File: config.mk
export PLATFORM = sky130hd
export DESIGN_NAME = seg_scan_driver
export DESIGN_NICKNAME = d
export VERILOG_FILES = /design/src/rtl/seg_scan_driver.sv
export SDC_FILE = /design/constraint.sdc
export NUM_CORES = 1
export LEC_CHECK = 0
export CAP_MARGIN = 10
export CORE_ASPECT_RATIO = 1.1
export CORE_MARGIN = 2
export CORE_UTILIZATION = 56
export DETAILED_ROUTE_END_ITERATION = 10
export MAX_ROUTING_LAYER = met4
export PLACE_DENSITY = 0.79
export SKIP_CTS_REPAIR_TIMING = 1
export SYNTH_ARGS = -nofsm -noshare
export SYNTH_HDL_FRONTEND = slang
export SYNTH_SLANG_ARGS = --single-unit
File: constraint.sdc
create_clock -name clk -period 3.4 [get_ports clk]
set_clock_uncertainty 0.2 [all_clocks]
set_input_delay 0.34 -clock clk [delete_from_list [all_inputs] [get_ports clk]]
set_output_delay 0.34 -clock clk [all_outputs]
set_load 0.02 [all_outputs]
File: src/rtl/seg_scan_driver.sv
// Eight-digit multiplexed seven-segment driver: per-frame shadow latch, dead-time
// blanking between digits, leading-zero suppression and an optional blink gate.
module seg_scan_driver #(
    parameter int SCAN_DIV  = 100000,
    parameter int BLANK_CYC = 16,
    parameter int BLINK_DIV = 50000000,
    parameter int LZ_BLANK  = 1
) (
    input  logic        clk,
    input  logic        rst,
    input  logic [23:0] seg_value,
    input  logic        blink_en,
    output logic [7:0]  seg_an,
    output logic [7:0]  seg_out,
    output logic        frame_tick
);

    localparam int SW = $clog2(SCAN_DIV);
    localparam int BW = $clog2(BLINK_DIV);

    typedef enum logic {
        PH_ON,
        PH_OFF
    } phase_t;

    logic [SW-1:0] scan_cnt;
    logic [2:0]    digit_idx;
    logic [23:0]   shadow;
    logic [BW-1:0] blink_cnt, blink_cnt_nxt;
    phase_t        blink_phase, blink_phase_nxt;

    logic          scan_wrap;
    logic          frame_wrap;
    logic [7:0]    supp;
    logic [31:0]   shadow_ext;
    logic [3:0]    nibble;
    logic [6:0]    seg7;
    logic          display_on;
    logic          lit;
    logic          above_nz;

    assign scan_wrap  = (scan_cnt == SW'(SCAN_DIV - 1));
    assign frame_wrap = scan_wrap && (digit_idx == 3'd7);

    always_ff @(posedge clk) begin
        if (rst) begin
            scan_cnt  <= '0;
            digit_idx <= '0;
            shadow    <= '0;
        end else begin
            if (scan_wrap) begin
                scan_cnt  <= '0;
                digit_idx <= digit_idx + 3'd1;
            end else begin
                scan_cnt <= scan_cnt + 1'b1;
            end
            if (frame_wrap)
                shadow <= seg_value;
        end
    end

    always_comb begin
        blink_cnt_nxt   = blink_cnt;
        blink_phase_nxt = blink_phase;
        if (!blink_en) begin
            blink_cnt_nxt   = '0;
            blink_phase_nxt = PH_ON;
        end else if (blink_cnt == BW'(BLINK_DIV - 1)) begin
            blink_cnt_nxt   = '0;
            blink_phase_nxt = (blink_phase == PH_ON) ? PH_OFF : PH_ON;
        end else begin
            blink_cnt_nxt = blink_cnt + 1'b1;
        end
    end

    always_ff @(posedge clk) begin
        if (rst) begin
            blink_cnt   <= '0;
            blink_phase <= PH_ON;
        end else begin
            blink_cnt   <= blink_cnt_nxt;
            blink_phase <= blink_phase_nxt;
        end
    end

    // Walk from the top digit down: a digit is blank while everything above and including it is zero.
    always_comb begin
        supp     = '0;
        above_nz = 1'b0;
        for (int unsigned k = 5; k >= 1; k--) begin
            above_nz = above_nz | (|shadow[4*k +: 4]);
            supp[k]  = (LZ_BLANK != 0) && !above_nz;
        end
    end

    assign shadow_ext = {8'h00, shadow};
    assign nibble     = shadow_ext[4*digit_idx +: 4];

    always_comb begin
        seg7 = 7'h00;
        case (nibble)
            4'h0: seg7 = 7'h3F;
            4'h1: seg7 = 7'h06;
            4'h2: seg7 = 7'h5B;
            4'h3: seg7 = 7'h4F;
            4'h4: seg7 = 7'h66;
            4'h5: seg7 = 7'h6D;
            4'h6: seg7 = 7'h7D;
            4'h7: seg7 = 7'h07;
            4'h8: seg7 = 7'h7F;
            4'h9: seg7 = 7'h6F;
            4'hA: seg7 = 7'h77;
            4'hB: seg7 = 7'h7C;
            4'hC: seg7 = 7'h39;
            4'hD: seg7 = 7'h5E;
            4'hE: seg7 = 7'h79;
            4'hF: seg7 = 7'h71;
            default: seg7 = 7'h00;
        endcase
    end

    // blink_en is folded in directly so dropping it relights the display on the very next output cycle.
    assign display_on = !blink_en || (blink_phase == PH_ON);
    assign lit = (scan_cnt >= SW'(BLANK_CYC)) && (digit_idx <= 3'd5)
                 && !supp[digit_idx] && display_on;

    always_ff @(posedge clk) begin
        if (rst) begin
            seg_an     <= '0;
            seg_out    <= '0;
            frame_tick <= 1'b0;
        end else begin
            seg_an     <= lit ? (8'h01 << digit_idx) : 8'h00;
            seg_out    <= lit ? {1'b0, seg7} : 8'h00;
            frame_tick <= frame_wrap;
        end
    end

endmodule

After elaboration in Yosys (flattened, before gate mapping)
Memory sizes are Yosys's and may differ from the RTL's. A register that Yosys moved wholly into a read port is not among the register bits.
Index checks and enable logic that the tools add are counted.
W data, S select, Z words.
{ "classes": {"n_addsub": 3, "order_cmp": 3, "n_eq_ne": 3, "n_shift": 2, "n_mux": 3, "bitwise": 7, "n_reduce_logical": 21} }
{ "ops": {"columns": ["operator", "count"], "rows": [
  ["$shiftx A32 B6 Y4", 1],
  ["$add A26 B1 Y26 const B", 1],
  ["$eq A26 B26 Y1 const B", 1],
  ["$reduce_or A4 Y1", 5],
  ["$add A17 B1 Y17 const B", 1],
  ["$eq A17 B17 Y1 const B", 1],
  ["$ge A17 B5 Y1 const B", 1],
  ["$shl A1 B3 Y8 const A", 1],
  ["$logic_not A1 Y1", 7],
  ["$reduce_or A2 Y1", 3],
  ["$logic_and A1 B1 Y1", 4],
  ["$lt A3 B4 Y1 const B", 1],
  ["$or A1 B1 Y1", 4],
  ["$add A3 B1 Y3 const B", 1],
  ["$bmux W1 S3", 1],
  ["$eq A3 B3 Y1 const B", 1],
  ["$le A3 B3 Y1 const B", 1],
  ["$not A1 Y1", 3],
  ["$reduce_or A3 Y1", 1],
  ["$mux W1", 2],
  ["$logic_or A1 B1 Y1", 1]
]} }
{ "word_totals": {"regBits": 81, "rom_bits": 112, "in_bits": 27, "out_inout_bits": 17, "word_cells": 51, "n_memories": 1} }
{ "memory_table": {"columns": ["name", "words", "word_bits", "read_ports", "rd_ports_with_merged_regs", "wr", "line_no", "rtl"], "rows": [
  ["(no name shown)", 16, 7, 1, 1, 0, "101", "case (nibble)"]
]} }

Longest topological paths before layout
{ "logic_depth": {"ltp_word": 13, "ltp_mapped": 8, "mapped_depth_nobuf": 7} }

Worst setup path after synthesis
No wires, ideal clock.
{ "synth_timing": {"kind": "flip-flop to flip-flop", "startpoint": "register digit_idx[0]", "endpoint": "register seg_out[5]", "setup_ns": 0.086, "arrival_time_ns": 2.168, "t_required_ns": 3.114, "slack_ns": 0.947, "stages_incl_launch_ff": 9, "path_buffers": 1, "period_less_slack_ns": 2.453, "cell_sequence": "dfxtp_1 -> buf_2 -> mux4_2 -> a22oi_1 -> inv_1 -> ha_1 -> nand2_1 -> a21oi_1 -> a211oi_1"} }
{ "synth_via": {"elab_chain_cells": 7, "elab_cells_between_ends": 10, "cone_classes": "order compare (1); shift (1); mux (2); bitwise (1); reduce/logical (5)"} }
{ "synth_lines": {"columns": ["item", "line_no", "rtl"], "rows": [
  ["from (decl)", "27", "logic [2:0] digit_idx;"],
  ["from (signal assigned)", "53", "digit_idx <= digit_idx + 3'd1;"],
  ["$bmux W1 S3", "125", "&& !supp[digit_idx] && display_on;"],
  ["$mux W1 (implied by the code)", "125", null],
  ["$logic_not A1 Y1", "125", null],
  ["$logic_and A1 B1 Y1 (2 in a row)", "125", null],
  ["$not A1 Y1 (no source line)", null, null],
  ["$reduce_or A2 Y1 (no source line)", null, null],
  ["to (decl)", "14", "output logic [7:0] seg_out,"]
]} }
Several ways; a longest one is shown, not always the timed one. The select of a mux whose other input is x is not followed.
A chain may end at the register's enable or synchronous reset.

Worst setup path after layout
Same ends and word-level chain as after synthesis.

==> metrics.md <==
| Metric | Value |
|---|---|
| Slew Viols, Final | `0` |
| Synthesis Warnings | `0` |
| Async SR Flop Fraction | `0%` |
| Register area share after synthesis | `44.4%` |
| Final period utilization | `83.0%` |
| DRC viols | `0` |
| Post-layout minimum cycle time | `2.82 ns` |
| Starting Density | `57.0%` |
| Initial DRT Pass Iterations | `4` |
| Post-Layout Cell Count | `552` |
| CTS Buf Count | `9` |
| Routed vias | `3,071` |
| Grt ovf | `0` |
| Max VDD drop | `355 uV` |
| Die Area | `7690 sq um` |
| Die width | `83.8 um` |
| Port buffer count | `42` |
| Final setup viols | `0` |
| HP Start | `blink_cnt[0]` |
| # nets final | `505` |
| Final Power | `1.85 mW` |
| Worst Setup SP | `digit_idx[0]` |
| Slew @ Worst Pin | `0.623 ns` |
| GRT met3 Usage | `5.67%` |
| DRT iter0 DRCs | `158` |
| Vias in the first global route | `2,899` |
| Initial antenna violation count | `0` |
| Htree depth | `3` |
| Achievable frequency | `354 MHz` |
| Top post-synthesis cells by area | `dfxtp_1 44%, nor2_1 7.4%, mux2i_1 6.9%` |
| Dominant cell type by area after synthesis | `dfxtp_1` |
| CP cell instances | `mux4_2 -> a22oi_1 -> inv_1 -> ha_1 -> nand2_1 -> a21oi_1 -> a211oi_1` |
| Routability cong. | `0.857` |
| First-pass GRT wire length | `13.1 mm` |
| Post-route ant nets | `0` |
| M1 GR Usage | `27.4%` |
| CP Max Fanout | `12` |
| Yosys reg bits | `87` |
| DRT Wirelength | `7.51 mm` |
| Core area | `6890 sq um` |
| CP Launch Type | `flip-flop` |
| Rows | `32` |
| Syn Inst Count | `425` |
| Area grow syn2layout | `17.4%` |
| Layout cells sized above 1 | `6.64%` |
| CTS tree | `yes` |
| Clock-pin transition on the worst setup and hold timing paths | `0.08 ns` |
| Hpwl dp | `5.54 mm` |
| Clk sinks | `87` |
| Main flop type after synthesis | `dfxtp_1` |
| Outcome | `completed` |
| Hold Crit Class | `flip-flop to flip-flop` |
| Crit path DAT | `2.89 ns` |
| Data required time at the worst endpoint | `3.47 ns` |
| Die height | `91.8 um` |
| Total negative setup slack | `0 ns` |
| I/O pins | `44` |
| Net Count, Synth | `467` |
| Via-per-instance ratio | `5.56` |
| CP endpoint kind | `flip-flop` |
| CTS root buf | `clkbuf_8` |
| Mean Syn Cell Area | `9.23 sq um` |
| PwrDens | `402 nW/um^2` |
| Bufs on Longest Clock Path | `2` |
| Max Cap Viol | `0` |
| Critical path type | `flip-flop to flip-flop` |
| Met2 Use GR | `32.4%` |
| R2R Path Start | `digit_idx[0]` |
| Synthesized cell area | `3920 sq um` |
| Leak pwr | `1.61 nW` |
| Top cell type's share of synthesized area | `44.4%` |
| Crit path largest cell delay | `0.66 ns` |
| Routed WL per cell | `13.6 um` |
| Largest net degree at the start of global routing | `28` |
| RSZ-0062 raised after global routing | `no` |
| Count of cell types in the netlist | `48` |
| Dpl cells | `537` |
| GR peak layer | `met2` |
| Final hold vios | `0` |
| GRT Resource Usage Total | `21.4%` |
| Post-synth EDFFs | `0` |
| ANT cells | `0` |
| Slowest CP cell | `dfxtp_1` |
| Worst slew margin | `58.2%` |
| Clk_lat worst skew | `0.35 ns` |
## cells in the mapped netlist (all sizes together), types with 2 or more instances
| cell type | instances |
|---|---|
| clkbuf | 10 |
| o21ai | 8 |
| a22oi | 3 |
| or3 | 5 |
| mux2 | 5 |
| mux4 | 3 |
| a221oi | 5 |
| nor4 | 13 |
| a21oi | 8 |
| mux2i | 27 |
| o21a | 2 |
| inv | 18 |
| xnor2 | 22 |
| nor2 | 77 |
| a211oi | 2 |
| dfxtp | 87 |
| o211ai | 2 |
| xor2 | 15 |
| nand3 | 15 |
| nand2 | 17 |
| and4 | 3 |
| and3 | 6 |
| buf | 8 |
| nor2b | 2 |
| nand4 | 13 |
| or4 | 4 |
| ha | 15 |
| or2 | 2 |
| nor3 | 15 |
## cell type report
class                      count  area [sq um]
tap                           85           106
fill                         558          2280
clock buffer                  11           141
inverter                      19          71.3
multi-input combinational    301          2030
sequential                    87          1740
timing repair buffer          45           443
clock inverter                 4          70.1
## kinds of logic (layout without fill, tap and decap cells)
family,Yosys count,count (layout),synth area share [%]
AO/OA/AOI/OAI,36,36,6.38
XOR/XNOR,37,37,8.26
other,1,1,0.0956
multiplexers,35,35,10.0
adder cells (fa/ha/maj),15,15,4.78
flip-flops,87,87,44.4
AND/OR/NAND/NOR,177,177,22.2
buffers and inverters,37,79,3.83
## per-layer routing
metal	vias to the layer above	wire [um]
li1	1555	-
met1	1409	3510
met2	88	3490
met3	19	333
met4	0	176
met5	-	0
## through the flow
stage | hold slack [ns] | instance area (sq um) | setup WS, ns | util (%)
final | 0.245 | 4600 | 0.579 | 66.9
after global routing | 0.261 | 4600 | 0.363 | 66.9
after CTS | 0.248 | 4600 | 0.571 | 66.9
after detailed placement | 0.235 | 4390 | 0.605 | 63.8
after global placement | 0.223 | 4390 | 0.752 | 63.8
after floorplan | 0.213 | 3920 | 0.947 | -
## report_power, final
group	switching, mW	internal [mW]	leakage [nW]
sequential	0.00397	1.02	0.701
combinational	0.0235	0.0326	0.803
clock	0.339	0.428	0.109
## worst max-delay path: cells and delay by family, from the launching register on
kind	cells	cell delay (ns)
AO/OA/AOI/OAI	3	0.76
adder cells (fa/ha/maj)	1	0.27
buffers and inverters	1	0.16
flip-flops	1	0.66
multiplexers	1	0.56
AND/OR/NAND/NOR	1	0.12
## state kept, by name, indices dropped and copies added, names as in the netlist
signal,flops
digit_idx,3
blink_cnt,26
frame_tick,1
blink_phase,1
scan_cnt,17
seg_out,7
shadow,24
seg_an,8
## worst paths after layout
check                  to  slack, ns  depth (start not counted)
min reg2reg  blink_cnt[0]       0.25                          1
min          blink_cnt[0]       0.25                          1
max            seg_out[5]       0.58                          7
max reg2reg    seg_out[5]       0.58                          7
## layout by cell type (no fill, tap or decap), types with 6 or more instances in the layout
| master | instances |
|---|---|
| nor2_1 | 77 |
| o21ai_0 | 8 |
| nand4_1 | 13 |
| nor3_1 | 15 |
| dfxtp_1 | 87 |
| inv_1 | 18 |
| clkdlybuf4s50_1 | 42 |
| xnor2_1 | 22 |
| ha_1 | 15 |
| nand3_1 | 15 |
| xor2_1 | 15 |
| and3_1 | 6 |
| a21oi_1 | 8 |
| clkbuf_8 | 10 |
| nor4_1 | 12 |
| nand2_1 | 17 |
| mux2i_1 | 27 |
Power figures use the tool's default switching activity.
